## src/rtl/mux_pkg.sv

```systemverilog
// Shared constants for the 8-lane TDM serializer.
package mux_pkg;
    localparam int LANES = 8;
    localparam int SEL_W = 3;
endpackage

```

## src/rtl/rr_pick8.sv

```systemverilog
// Round-robin search: first pending lane at or after ptr, wrapping mod 8.
module rr_pick8
    import mux_pkg::*;
(
    input  logic [LANES-1:0] pend,
    input  logic [SEL_W-1:0] ptr,
    output logic             any,
    output logic [SEL_W-1:0] idx
);

    logic [SEL_W-1:0] cand;

    // Scan from the farthest offset down so the nearest pending lane wins.
    always_comb begin
        any  = |pend;
        idx  = '0;
        cand = '0;
        for (int k = LANES - 1; k >= 0; k--) begin
            cand = ptr + k[SEL_W-1:0];
            if (pend[cand]) begin
                idx = cand;
            end
        end
    end

endmodule

```

## src/rtl/tdm_mux8.sv

```systemverilog
// 8-lane to 1-bit time-division serializer with per-lane 1-bit buffers and
// round-robin grant; dout/sel/vout are registered, ack is combinational.
module tdm_mux8
    import mux_pkg::*;
(
    input  logic             clk,
    input  logic             rst,
    input  logic             en,
    input  logic [LANES-1:0] din,
    input  logic [LANES-1:0] req,
    output logic [LANES-1:0] ack,
    output logic             dout,
    output logic [SEL_W-1:0] sel,
    output logic             vout
);

    logic [LANES-1:0] pend;
    logic [LANES-1:0] dbuf;
    logic [SEL_W-1:0] ptr;
    logic             any;
    logic [SEL_W-1:0] idx;
    logic             grant;
    logic [LANES-1:0] gnt_mask;
    logic [LANES-1:0] cap;

    rr_pick8 u_pick (
        .pend (pend),
        .ptr  (ptr),
        .any  (any),
        .idx  (idx)
    );

    assign ack = ~pend;

    // Capture only lands on empty lanes, so it never collides with the grant.
    always_comb begin
        grant    = en & any;
        cap      = req & ack;
        gnt_mask = '0;
        if (grant) begin
            gnt_mask[idx] = 1'b1;
        end
    end

    always_ff @(posedge clk or posedge rst) begin
        if (rst) begin
            pend <= '0;
            dbuf <= '0;
            ptr  <= '0;
            dout <= 1'b0;
            sel  <= '0;
            vout <= 1'b0;
        end else begin
            pend <= (pend & ~gnt_mask) | cap;
            dbuf <= (dbuf & ~cap) | (din & cap);
            if (grant) begin
                dout <= dbuf[idx];
                sel  <= idx;
                vout <= 1'b1;
                ptr  <= idx + 3'd1;
            end else begin
                vout <= 1'b0;
            end
        end
    end

endmodule

```

## config.mk

```make
export PLATFORM = sky130hd
export DESIGN_NAME = tdm_mux8
export DESIGN_NICKNAME = d
export VERILOG_FILES = /design/src/rtl/mux_pkg.sv /design/src/rtl/rr_pick8.sv /design/src/rtl/tdm_mux8.sv
export SDC_FILE = /design/constraint.sdc
export NUM_CORES = 1
export LEC_CHECK = 0
export BUFFER_PORTS_ARGS = -buffer_cell sky130_fd_sc_hd__buf_2
export CORE_UTILIZATION = 45
export DETAILED_ROUTE_END_ITERATION = 8
export GPL_TIMING_DRIVEN = 0
export PLACE_DENSITY = 0.66
export SYNTH_ARGS = -nofsm -noshare
export SYNTH_HDL_FRONTEND = slang
export SYNTH_SLANG_ARGS = --single-unit
```

## constraint.sdc

```tcl
create_clock -name clk -period 4.09 [get_ports clk]
set_clock_uncertainty 0.2 [all_clocks]
set_input_delay 0.818 -clock clk [delete_from_list [all_inputs] [get_ports clk]]
set_output_delay 0.818 -clock clk [all_outputs]
set_load 0.02 [all_outputs]
```

==> PnR_summary.wiki, run 1 <==
{| class="wikitable"
! Metric !! Value
|-
| Result of the run || finished, final reports clean
|-
| DIE AREA || ~4700 µm²
|-
| Root buffer cell || sky130_fd_sc_hd__clkbuf_8
|-
| Gp weighted congestion || 0.816
|-
| Endpoints failing hold || 0
|-
| Category of the worst setup path launch point || flip-flop
|-
| Register-to-register setup slack || about 210 ps
|-
| Period Utilization, post-route || 94.9%
|-
| Largest net degree at the start of global routing || 25
|-
| Site row count || 23
|-
| Path type of the worst min-delay path || flip-flop to flip-flop
|-
| Seq cells post-synth || 24
|-
| Post-DR wirelength/cell || roughly 17 µm
|-
| Number of clock sinks || 24
|-
| Largest cells by area after synthesis || sky130_fd_sc_hd__dfrtp_1 30%, sky130_fd_sc_hd__mux4_2 6.7%, sky130_fd_sc_hd__mux2i_4 4.5%
|-
| Post-synthesis to final-layout area growth || 15.0%
|-
| Number of flops mapped to enable cells by yosys || 0
|-
| Number of warnings printed during yosys synthesis || 0
|-
| Placed wire-length estimate || 3590 µm
|-
| Worst-skew pair later-pin latency || 270 ps
|-
| Total wire length || 4650 µm
|-
| Clock-pin transition on the worst setup and hold timing paths || 80 ps
|-
| Utilization after layout || a little under three fifths
|-
| Switching power of the nets || 1.09 mW
|-
| Die boundary height || 68.8 µm
|-
| Hold buffers post-CTS || 0
|-
| Most instantiated flip-flop cell in the synthesis netlist || sky130_fd_sc_hd__dfrtp_1
|-
| Most numerous cell in the Yosys netlist || sky130_fd_sc_hd__dfrtp_1
|-
| TritonCTS clock tree || done
|-
| Total power consumption of the routed design || 2.25 mW
|-
| Area taken by multi-input logic gates || 1300 µm²
|-
| Summed instance area of the synthesized netlist || 2010 µm²
|-
| Post-synthesis cell type with the largest combined area || sky130_fd_sc_hd__dfrtp_1
|-
| Residual overflow from global routing || 0
|-
| Required time at the worst-slack endpoint || 4040 ps
|-
| Register Area || 601 µm²
|-
| Peak clock frequency supported by timing || 258 MHz
|-
| Initial antenna violation count || 0
|-
| Slew Limit Fails || 0
|-
| Share of layout cells above drive strength 1 || 36.1%
|-
| Synthesized net count || 217
|-
| Count of nets left with antenna violations after detail routing || 0
|-
| Maximum vdd drop || approximately 0.37 mV
|-
| Total CTS buffers || 3
|-
| 1st-iter DRT viols || slightly below 80
|-
| H-tree depth || 1
|-
| Worst Tran Pin Value || slightly below 900 ps
|-
| Power per cell area || 975 nW/µm²
|-
| Overall routing resource usage || 21.4%
|-
| Sw Ratio || around half
|-
| CP max FO || 10
|-
| Starting density of the core || 48.5%
|-
| Count of final setup violators || 0
|-
| Global-route wire length before repair || 7420 µm
|-
| Remaining DRCs || 0
|-
| WP data arrival || 3830 ps
|-
| Leakage Power || around 1.0 nW
|-
| Die Span X || 68.8 µm
|-
| Number of vias per cell || 5.86
|-
| Core footprint || just over 4000 µm²
|-
| Max Cap Violations || 0
|-
| Worst max-slew margin expressed relative to the limit || 41.2%
|-
| Number of buffers inserted by port buffering || 31
|-
| Combinational group share of total power || 74.6%
|-
| Nature of the critical path endpoint || flip-flop
|-
| Power share of the sequential group || 19.2%
|-
| Cell variety after synth || 54
|-
| Seq/Total Area, Yosys || 29.9%
|-
| Post-synth top cells || 24 x sky130_fd_sc_hd__dfrtp_1, 19 x sky130_fd_sc_hd__inv_1, 17 x sky130_fd_sc_hd__a21oi_1, 17 x sky130_fd_sc_hd__nor2_1, 9 x sky130_fd_sc_hd__a21boi_0
|-
| Relative contribution of the clock network to total power || 6.2%
|-
| Via count of the first global-routing pass || 1,516
|-
| Final critical-path required period || 3880 ps
|-
| Antenna Cells || 0
|-
| Post-synthesis cell count || just under 200
|-
| Fraction of synthesis flops using an asynchronous set or reset pin || 100%
|-
| Worst hold margin || between 200 and 300 ps
|-
| Number of search-and-repair iterations in the first detailed-routing pass || 4
|-
| Worst Path Class, Setup || flip-flop to flip-flop
|-
| Post-synth top area share || 29.9%
|-
| Vias || 1,642
|-
| Mean post-synth cell area || 10.3 µm²
|-
| Top-level I/O count || 32
|-
| Int Pwr || 1.17 mW
|-
| Number of nets in the final layout || 253
|-
| Clk buf depth || 2
|-
| Fillers || 387
|}
## layout make-up
class,instances,share of cell area (%)
Tap cell,50,2.71
Timing Repair Buffer,32,7.03
Sequential cell,24,26.0
Buffer,6,3.14
Multi-Input combinational cell,145,56.1
Clock buffer,3,1.79
Inverter,20,3.25
## kinds of logic after synthesis
group | after synthesis | share of synthesized area, %
AOI/OAI and AO/OA | 70 | 25.0
DFF | 24 | 29.9
and+or+nand+nor | 44 | 11.3
buffers and inverters | 27 | 7.53
xor gates and xnor gates | 5 | 2.55
adders and majority gates | 2 | 1.24
muxes | 24 | 22.5
## metal layers
metal  global-route usage (%)  vias up  part of all wire, %
met1                     30.9      791                   48
met5                        0        -                    0
met2                     33.5       36                   49
met3                     2.14        5                  2.7
met4                     7.14        0                  1.1
li1                         -      810                    -
## cells in the final DEF, fill, tap and decap left out, types with 5 or more instances in the layout
| master | netlist | layout |
|---|---|---|
| sky130_fd_sc_hd__mux2i_4 | 4 | 5 |
| sky130_fd_sc_hd__inv_1 | 19 | 19 |
| sky130_fd_sc_hd__a21oi_1 | 17 | 17 |
| sky130_fd_sc_hd__nor3_1 | 7 | 7 |
| sky130_fd_sc_hd__clkbuf_8 | 2 | 5 |
| sky130_fd_sc_hd__mux4_2 | 6 | 6 |
| sky130_fd_sc_hd__a31o_2 | 8 | 8 |
| sky130_fd_sc_hd__dfrtp_1 | 24 | 24 |
| sky130_fd_sc_hd__buf_2 | 0 | 31 |
| sky130_fd_sc_hd__nand2_1 | 8 | 8 |
| sky130_fd_sc_hd__nor2_1 | 17 | 16 |
| sky130_fd_sc_hd__o21ai_0 | 7 | 7 |
| sky130_fd_sc_hd__a21boi_0 | 9 | 9 |
## through the flow
stage	setup WS [ps]	cell area (µm²)	setup TNS, ps	cells
2_1_floorplan	308	2010	0	196
3_3_place_gp	-292	2230	-292	277
3_5_place_dp	-329	2230	-329	277
4_1_cts	43.3	2280	0	279
5_1_grt	-11.5	2310	-11.5	280
6_report	209	2310	0	280
## worst paths after layout
| check | from | to | cells after the start |
|---|---|---|---|
| max in group asynchronous | rst | asynchronous set/reset pin | 2 |
| min in group asynchronous | rst | sel[1] | 2 |
| min reg2reg | sel[0] | sel[0] | 1 |
| max reg2reg | ptr[0] | dout | 14 |
| max | ptr[0] | dout | 14 |
| min | sel[0] | sel[0] | 1 |
## power by group through the flow
stage	sequential, mW	clock (mW)	combinational [mW]
5_1_grt	0.448	0.149	1.83
4_1_cts	0.433	0.138	1.63
3_5_place_dp	0.438	0	1.61
6_report	0.434	0.139	1.68
3_3_place_gp	0.431	0	1.59
2_1_floorplan	0.430	0	1.28
## critical path: stages (launching register included)
cell	delay (ps)
sky130_fd_sc_hd__dfrtp_1	380
sky130_fd_sc_hd__buf_6	160
sky130_fd_sc_hd__clkbuf_8	180
sky130_fd_sc_hd__inv_1	140
sky130_fd_sc_hd__ha_1	330
sky130_fd_sc_hd__buf_6	140
sky130_fd_sc_hd__mux4_2	590
sky130_fd_sc_hd__mux2i_4	250
sky130_fd_sc_hd__o211ai_2	150
sky130_fd_sc_hd__a31oi_4	230
sky130_fd_sc_hd__nor2b_2	100
sky130_fd_sc_hd__mux2i_4	220
sky130_fd_sc_hd__mux2_4	330
sky130_fd_sc_hd__a221oi_2	260
sky130_fd_sc_hd__a21oi_1	90
## repair_timing
action	in CTS	in global routing
endpoints found under the hold margin	0	0
setup buffers	0	1
gates resized for setup	2	4
pin swaps	0	0
endpoints found under the setup margin	2	1
(Power assumes the default switching activity.)
==> run 2: changes to the inputs <==
--- a/config.mk
+++ b/config.mk
@@ -5,11 +5,12 @@
 export SDC_FILE = /design/constraint.sdc
 export NUM_CORES = 1
 export LEC_CHECK = 0
+export ABC_AREA = 1
 export BUFFER_PORTS_ARGS = -buffer_cell sky130_fd_sc_hd__buf_2
 export CORE_UTILIZATION = 45
 export DETAILED_ROUTE_END_ITERATION = 8
 export GPL_TIMING_DRIVEN = 0
-export PLACE_DENSITY = 0.66
+export PLACE_DENSITY = 0.67
 export SYNTH_ARGS = -nofsm -noshare
 export SYNTH_HDL_FRONTEND = slang
 export SYNTH_SLANG_ARGS = --single-unit
==> run 2 against run 1 <==
Synthesized cell count rose by 26%. First-iteration DRC count grew 38%. Global-route usage decreased by 0.097 points. Synthesized area shrank 15%. Maximum frequency increased by 30%. Core utilization grew 0.55 points. Critical path type unchanged. Largest cell class unchanged.
==> PnR_summary.wiki, run 2 <==
{| class="wikitable"
! Metric !! Value
|-
| Result of the run || finished, final reports clean
|-
| Worst max-slew margin expressed relative to the limit || 41.8% (+0.56 points)
|-
| Seq cells post-synth || 24 (unchanged)
|-
| Share of layout cells above drive strength 1 || 24.6% (-11 points)
|-
| Unrepaired setup endpoints after global routing || no
|-
| Number of nets in the final layout || 303 (+20%)
|-
| Clock-pin transition on the worst setup and hold timing paths || 80 ps (about the same)
|-
| Clk buf depth || 2 (unchanged)
|-
| Required time at the worst-slack endpoint || 4090 ps (+50 ps)
|-
| Commonest cells after routing, fill and taps aside || 86 x sky130_fd_sc_hd__nand2_1, 43 x sky130_fd_sc_hd__nand3_1, 32 x sky130_fd_sc_hd__buf_2, 24 x sky130_fd_sc_hd__dfrtp_1, 21 x sky130_fd_sc_hd__inv_1
|-
| Total wire length || 3890 µm (-16%)
|-
| Post-synthesis to final-layout area growth || 14.9% (about the same)
|-
| Root buffer cell || sky130_fd_sc_hd__clkbuf_8
|-
| Fillers || 384 (-0.78%)
|-
| Path type of the worst min-delay path || flip-flop to flip-flop
|-
| Number of warnings printed during yosys synthesis || 0 (unchanged)
|-
| H-tree depth || 1 (unchanged)
|-
| Slew Limit Fails || 0 (unchanged)
|-
| Category of the worst setup path launch point || flip-flop
|-
| Gp weighted congestion || 0.934 (+14%)
|-
| Post-synthesis cell type with the largest combined area || sky130_fd_sc_hd__dfrtp_1
|-
| Period Utilization, post-route || 73.1% (-22 points)
|-
| Leading cell type in the layout, fill and taps excluded || sky130_fd_sc_hd__nand2_1
|-
| Post-route worst setup slack || 1100 ps (+893 ps)
|-
| Most numerous cell in the Yosys netlist || sky130_fd_sc_hd__nand2_1
|-
| Number of clock sinks || 24 (unchanged)
|-
| Placed wire-length estimate || 3190 µm (-11%)
|-
| Residual overflow from global routing || 0 (unchanged)
|-
| Count of final setup violators || 0 (unchanged)
|-
| Die Span X || 63.5 µm (-7.8%)
|-
| Nature of the critical path endpoint || flip-flop
|-
| Global-route wire length before repair || 6800 µm (-8.3%)
|-
| Fraction of synthesis flops using an asynchronous set or reset pin || 100% (unchanged)
|-
| Number of search-and-repair iterations in the first detailed-routing pass || 4 (unchanged)
|-
| Largest cells by area after synthesis || sky130_fd_sc_hd__dfrtp_1 35%, sky130_fd_sc_hd__nand2_1 19%, sky130_fd_sc_hd__nand3_1 13%
|-
| Seq/Total Area, Yosys || 35.3% (+5.5 points)
|-
| Number of vias per cell || 5.05 (-14%)
|-
| Remaining DRCs || 0 (unchanged)
|-
| Top-level I/O count || 32 (unchanged)
|-
| Number of buffers inserted by port buffering || 31 (unchanged)
|-
| Buffers inserted by post-CTS timing repair || 0 (unchanged)
|-
| Placement Setup Slack || 1140 ps (+1460 ps)
|-
| Overall routing resource usage || 21.3% (-0.097 points)
|-
| Initial antenna violation count || 0 (unchanged)
|-
| Peak clock frequency supported by timing || 335 MHz (+30%)
|-
| Via count of the first global-routing pass || 1,523 (+0.46%)
|-
| Largest net degree at the start of global routing || 25 (unchanged)
|-
| Endpoints failing hold || 0 (unchanged)
|-
| CP max FO || 10 (unchanged)
|-
| Worst-skew pair later-pin latency || 260 ps (about the same)
|-
| Post-synth top area share || 35.3% (+5.5 points)
|-
| WP data arrival || 2990 ps (-840 ps)
|-
| Cells resized by post-CTS repair || 0 (-2)
|-
| Antenna Cells || 0 (unchanged)
|-
| Post-DR wirelength/cell || 11.9 µm (-28%)
|-
| Worst hold margin || 279 ps (-5.09 ps)
|-
| 1st-iter DRT viols || 106 (+38%)
|-
| Count of nets left with antenna violations after detail routing || 0 (unchanged)
|-
| Hold buffers post-CTS || 0 (unchanged)
|-
| Worst Path Class, Setup || flip-flop to flip-flop
|-
| Number of flops mapped to enable cells by yosys || 0 (unchanged)
|-
| Starting density of the core || 49.0% (+0.51 points)
|-
| Site row count || 21 (-8.7%)
|-
| Cell variety after synth || 27 (-50%)
|-
| Total CTS buffers || 3 (unchanged)
|-
| Summed instance area of the synthesized netlist || 1700 µm² (-15%)
|-
| Post-synth top cells || 86 x sky130_fd_sc_hd__nand2_1, 43 x sky130_fd_sc_hd__nand3_1, 24 x sky130_fd_sc_hd__dfrtp_1, 21 x sky130_fd_sc_hd__inv_1
|-
| TritonCTS clock tree || done
|-
| Post-synthesis cell count || 246 (+26%)
|-
| Max Cap Violations || 0 (unchanged)
|-
| Final critical-path required period || 2990 ps (-893 ps)
|-
| Worst Tran Pin Value || 872 ps (-8.34 ps)
|-
| Setup TNS after final layout || 0 ps (unchanged)
|-
| Mean post-synth cell area || 6.91 µm² (-33%)
|-
| Die boundary height || 63.5 µm (-7.8%)
|-
| DIE AREA || 4030 µm² (-15%)
|-
| Synthesized net count || 267 (+23%)
|-
| Most instantiated flip-flop cell in the synthesis netlist || sky130_fd_sc_hd__dfrtp_1
|-
| Vias || 1,645 (+0.18%)
|-
| Core footprint || 3470 µm² (-16%)
|}
run 2: changes by cell type after synthesis, moves of 7 or more:
cell	previous run	this run
sky130_fd_sc_hd__a31o_2	8	0
sky130_fd_sc_hd__nor2_1	17	9
sky130_fd_sc_hd__nor3_1	7	0
sky130_fd_sc_hd__o21ai_1	2	10
sky130_fd_sc_hd__nand3_1	0	43
sky130_fd_sc_hd__inv_2	0	9
sky130_fd_sc_hd__a21boi_0	9	0
sky130_fd_sc_hd__a21oi_1	17	10
sky130_fd_sc_hd__nand2_1	8	86
run 2: area by class of cell:
| class | instances | area [µm²] | share of cell area (%) |
|---|---|---|---|
| Multi-Input combinational cell | 187 | 953 | 48.8 |
| Tap cell | 46 | 57.6 | 2.94 |
| Timing Repair Buffer | 31 | 155 | 7.94 |
| Inverter | 32 | 123 | 6.27 |
| Buffer | 3 | 23.8 | 1.22 |
| Clock buffer | 3 | 41.3 | 2.11 |
| Sequential cell | 24 | 601 | 30.7 |
run 2: cell families after synthesis:
family	after synthesis	synth area share, %
AO/OA/AOI/OAI	26	9.13
XOR/XNOR	1	0.515
adder cells (fa/ha/maj)	2	1.47
buffers and inverters	35	8.61
flip-flops	24	35.3
multiplexers	4	2.65
AND/OR/NAND/NOR	154	42.3
run 2: worst paths after layout:
check                        from                         end  slack [ps]  cells past startpoint
min in group asynchronous     rst  asynchronous set/reset pin         540                      2
max reg2reg                ptr[1]                        dout        1100                     18
max in group asynchronous     rst                      ptr[2]        2620                      2
min reg2reg                  dout                        dout         280                      2
max                        ptr[1]                        dout        1100                     18
min                          dout                        dout         280                      2
run 2: per-layer routing:
layer	track usage (%)	share of wire, %
met5	0	0
met4	5.11	0.82
met2	37.2	48
met3	1.63	3.5
met1	28.4	47
run 2: worst max-delay path, stage by stage (launching register included):
cell	delay [ps]
sky130_fd_sc_hd__dfrtp_1	520
sky130_fd_sc_hd__inv_2	70
sky130_fd_sc_hd__buf_6	160
sky130_fd_sc_hd__ha_1	350
sky130_fd_sc_hd__inv_1	210
sky130_fd_sc_hd__nand3_1	150
sky130_fd_sc_hd__nand3_1	140
sky130_fd_sc_hd__nand2_2	80
sky130_fd_sc_hd__a21oi_1	110
sky130_fd_sc_hd__nand2_1	60
sky130_fd_sc_hd__nand2_1	50
sky130_fd_sc_hd__nand2_1	50
sky130_fd_sc_hd__nand2_1	50
sky130_fd_sc_hd__nand2_1	80
sky130_fd_sc_hd__a21oi_2	240
sky130_fd_sc_hd__nand3_1	120
sky130_fd_sc_hd__nand3_1	110
sky130_fd_sc_hd__nand3_1	90
sky130_fd_sc_hd__nand2_1	70
run 2: through the flow:
stage / instances / area [µm²] / util (%)
3_3_place_gp: 323 / 1910 / 55.2
5_1_grt: 326 / 1950 / 56.3
3_5_place_dp: 323 / 1910 / 55.2
2_1_floorplan: 246 / 1700 / -
6_report: 326 / 1950 / 56.3
4_1_cts: 326 / 1950 / 56.3
Power of run 2 is not shown: default switching activity piles up to over one toggle a cycle in this logic, so the estimate is an artifact.
==> run 3: changes to the inputs <==
--- a/config.mk
+++ b/config.mk
@@ -5,12 +5,12 @@
 export SDC_FILE = /design/constraint.sdc
 export NUM_CORES = 1
 export LEC_CHECK = 0
-export ABC_AREA = 1
+export ABC_AREA = 0
 export BUFFER_PORTS_ARGS = -buffer_cell sky130_fd_sc_hd__buf_2
 export CORE_UTILIZATION = 45
 export DETAILED_ROUTE_END_ITERATION = 8
 export GPL_TIMING_DRIVEN = 0
-export PLACE_DENSITY = 0.67
+export PLACE_DENSITY = 0.68
 export SYNTH_ARGS = -nofsm -noshare
 export SYNTH_HDL_FRONTEND = slang
 export SYNTH_SLANG_ARGS = --single-unit
==> constraint.sdc (replaced) <==
create_clock -name clk -period 2.6 [get_ports clk]
set_clock_uncertainty 0.2 [all_clocks]
set_input_delay 0.52 -clock clk [delete_from_list [all_inputs] [get_ports clk]]
set_output_delay 0.52 -clock clk [all_outputs]
set_load 0.02 [all_outputs]
==> run 3 against run 2 <==
The run now ends with setup timing left. Design area grew 32%. Non-clock buffer count grew 20. Global-route usage grew 2.0 points. Cell count shrank 9.2%. Via count grew 6.4%. Sequential cell count is the same. First-iteration DRC count grew 76%. Die area grew 18%. Wire length grew 29%. Core utilization grew 5.8 points. Critical path type unchanged. Largest cell class unchanged. Highest routed layer unchanged.
==> PnR_summary.wiki, run 3 (synthesis gave the netlist of run 1 again) <==
{| class="wikitable"
! Metric !! Value
|-
| Setup TNS after final layout || -10,710 ps (-10,710 ps)
|-
| Power share of the sequential group || 16.4%
|-
| WP data arrival || 3480 ps (+490 ps)
|-
| Result of the run || complete, but fails checks
|-
| Commonest cells after routing, fill and taps aside || 31 x sky130_fd_sc_hd__buf_2, 24 x sky130_fd_sc_hd__dfrtp_1, 17 x sky130_fd_sc_hd__inv_1, 15 x sky130_fd_sc_hd__buf_4, 14 x sky130_fd_sc_hd__a21oi_1
|-
| Peak clock frequency supported by timing || 283 MHz (-15%)
|-
| Number of buffers inserted by port buffering || 31 (unchanged)
|-
| Worst max-slew margin expressed relative to the limit || 40.2% (-1.5 points)
|-
| Via count of the first global-routing pass || 1,638 (+7.6%)
|-
| Count of nets left with antenna violations after detail routing || 0 (unchanged)
|-
| Final critical-path required period || 3540 ps (+548 ps)
|-
| Residual overflow from global routing || 0 (unchanged)
|-
| Total wire length || 5030 µm (+29%)
|-
| Worst Path Class, Setup || flip-flop to flip-flop
|-
| Number of clock sinks || 24 (unchanged)
|-
| Nature of the critical path endpoint || flip-flop
|-
| Power per cell area || 1610 nW/µm²
|-
| Sw Ratio || 46.7%
|-
| Total CTS buffers || 3 (unchanged)
|-
| Global-route wire length before repair || 7990 µm (+17%)
|-
| Critical path's slowest cell || sky130_fd_sc_hd__mux4_2
|-
| Endpoints failing hold || 0 (unchanged)
|-
| Vias || 1,751 (+6.4%)
|-
| Design area || 2580 µm² (+32%)
|-
| Remaining DRCs || 0 (unchanged)
|-
| H-tree depth || 1 (unchanged)
|-
| Met2 wire len || 2390 µm (+27%)
|-
| Critical Path Most Common Cell || sky130_fd_sc_hd__mux2i_4
|-
| Worst-case reg-to-reg path depth || 13 (-5)
|-
| Number of nets in the final layout || 269 (-11%)
|-
| Period Utilization, post-route || 136% (+63 points)
|-
| Combinational group share of total power || 78.4%
|-
| Site row count || 23 (+9.5%)
|-
| Register-to-register setup slack || -940 ps (-2040 ps)
|-
| Reg2Reg Capture Point || dout
|-
| Unrepaired setup endpoints after global routing || yes
|-
| Largest net degree at the start of global routing || 25 (unchanged)
|-
| Number of search-and-repair iterations in the first detailed-routing pass || 4 (unchanged)
|-
| Switching power of the nets || 1.94 mW
|-
| Post-route worst setup slack || -937 ps (-2040 ps)
|-
| Leading cell type in the layout, fill and taps excluded || sky130_fd_sc_hd__buf_2
|-
| Clock-pin transition on the worst setup and hold timing paths || 80 ps (about the same)
|-
| Met3 routed WL || 339 µm (+150%)
|-
| Top-level I/O count || 32 (unchanged)
|-
| Antenna Cells || 0 (unchanged)
|-
| Starting density of the core || 48.5% (-0.51 points)
|-
| Slew Limit Fails || 0 (unchanged)
|-
| Non-Filler Instances || 296 (-9.2%)
|-
| Count of final setup violators || 15 (+15)
|-
| Post-DR wirelength/cell || 17.0 µm (+43%)
|-
| Post-synthesis to final-layout area growth || 28.2%
|-
| Clk buf depth || 2 (unchanged)
|-
| Routed length on met1 || 2230 µm (+21%)
|-
| TritonCTS clock tree || done
|-
| Path type of the worst min-delay path || input port to asynchronous set/reset pin
|-
| Core footprint || 4140 µm² (+19%)
|-
| Violations in the final reports || setup timing
|-
| Maximum vdd drop || approximately 0.68 mV
|-
| Worst Tran Pin Value || 895 ps (+23.0 ps)
|-
| Placement-stage cell area || 2260 µm² (+18%)
|-
| Initial antenna violation count || 0 (unchanged)
|-
| Placed wire-length estimate || 3610 µm (+13%)
|-
| Worst-path cell chain || buf_6, clkbuf_16, clkinvlp_4, ha_4, mux4_2, mux2i_4, o211ai_2, a31oi_4, nor2b_4, mux2i_4, mux2_4, a221oi_2, a21oi_1
|-
| Required time at the worst-slack endpoint || 2550 ps (-1540 ps)
|-
| Number of vias per cell || 5.92 (+17%)
|-
| Worst-skew pair later-pin latency || 260 ps (about the same)
|-
| Relative contribution of the clock network to total power || between 5 and 6%
|-
| Int Pwr || 2.21 mW
|-
| CP max FO || 5 (-5)
|-
| Reg-to-Reg Start || ptr[0]
|-
| Crit path launch || ptr[0]
|-
| 1st-iter DRT viols || 187 (+76%)
|-
| Hold buffers post-CTS || 0 (unchanged)
|-
| Die Span X || 68.8 µm (+8.5%)
|-
| Fillers || 364 (-5.2%)
|-
| Category of the worst setup path launch point || flip-flop
|-
| Share of layout cells above drive strength 1 || 46.3% (+22 points)
|-
| DIE AREA || 4740 µm² (+18%)
|-
| Gp weighted congestion || 0.843 (-9.7%)
|-
| Max Cap Violations || 0 (unchanged)
|-
| Root buffer cell || sky130_fd_sc_hd__clkbuf_8
|-
| Leakage Power || around 1.1 nW
|-
| Highest routed layer || met4
|-
| Utilization after layout || 62.2% (+5.8 points)
|-
| Cells after DPL || 277 (-14%)
|-
| Overall routing resource usage || 23.4% (+2.0 points)
|-
| Die boundary height || 68.8 µm (+8.5%)
|-
| Highest cell delay on the worst timing path || 610 ps (+90 ps)
|}
## run 3: layout make-up
class / instances / area, µm² / area share, %
repair buffers: 48 / 290 / 11.3
plain buffers: 6 / 97.6 / 3.79
well taps: 50 / 62.6 / 2.43
clock buffers: 3 / 41.3 / 1.60
inverters: 20 / 86.3 / 3.35
multi-input cells: 145 / 1400 / 54.3
flip-flops and latches: 24 / 601 / 23.3
## run 3: worst max path at each step
stage | to
after floorplan | dout
after global placement | dout
after detailed placement | dout
after CTS | dout
after global routing | dout
final | dout
## run 3: critical path, delay by kind of cell, from the launching register on
kind	cells	cell delay (ps)
and+or+nand+nor	1	70
AOI/OAI and AO/OA	4	720
DFF	1	360
adders and majority gates	1	320
buffers and inverters	3	330
muxes	4	1400
## run 3: power groups by stage
stage / combinational, mW / clock (mW) / sequential [mW]
6_report: 3.26 / 0.215 / 0.682
3_5_place_dp: 2.57 / 0 / 0.686
2_1_floorplan: 2.09 / 0 / 0.676
4_1_cts: 3.08 / 0.218 / 0.679
5_1_grt: 3.50 / 0.233 / 0.706
3_3_place_gp: 2.55 / 0 / 0.677
## run 3: metrics by stage
step / power, mW / hold WS [ps] / worst slack, ps
after floorplan: 2.77 / 335 / -959
after global placement: 3.23 / 264 / -1360
after detailed placement: 3.26 / 288 / -1370
after CTS: 3.98 / 277 / -978
after global routing: 4.44 / 283 / -1100
final: 4.15 / 235 / -937
## run 3: what timing repair did
| item | in CTS | in global routing |
|---|---|---|
| resized for setup | 25 | 9 |
| endpoints found under the setup margin | 15 | 15 |
| hold endpoints to repair | 0 | 0 |
| buffers inserted | 15 | 2 |
| pin swaps | 8 | 5 |
## run 3: layer usage
| layer | global-route usage (%) | up-vias |
|---|---|---|
| met5 | 0 | - |
| met4 | 7.40 | 0 |
| met3 | 3.62 | 7 |
| met2 | 37.3 | 75 |
| met1 | 32.5 | 824 |
| li1 | - | 845 |
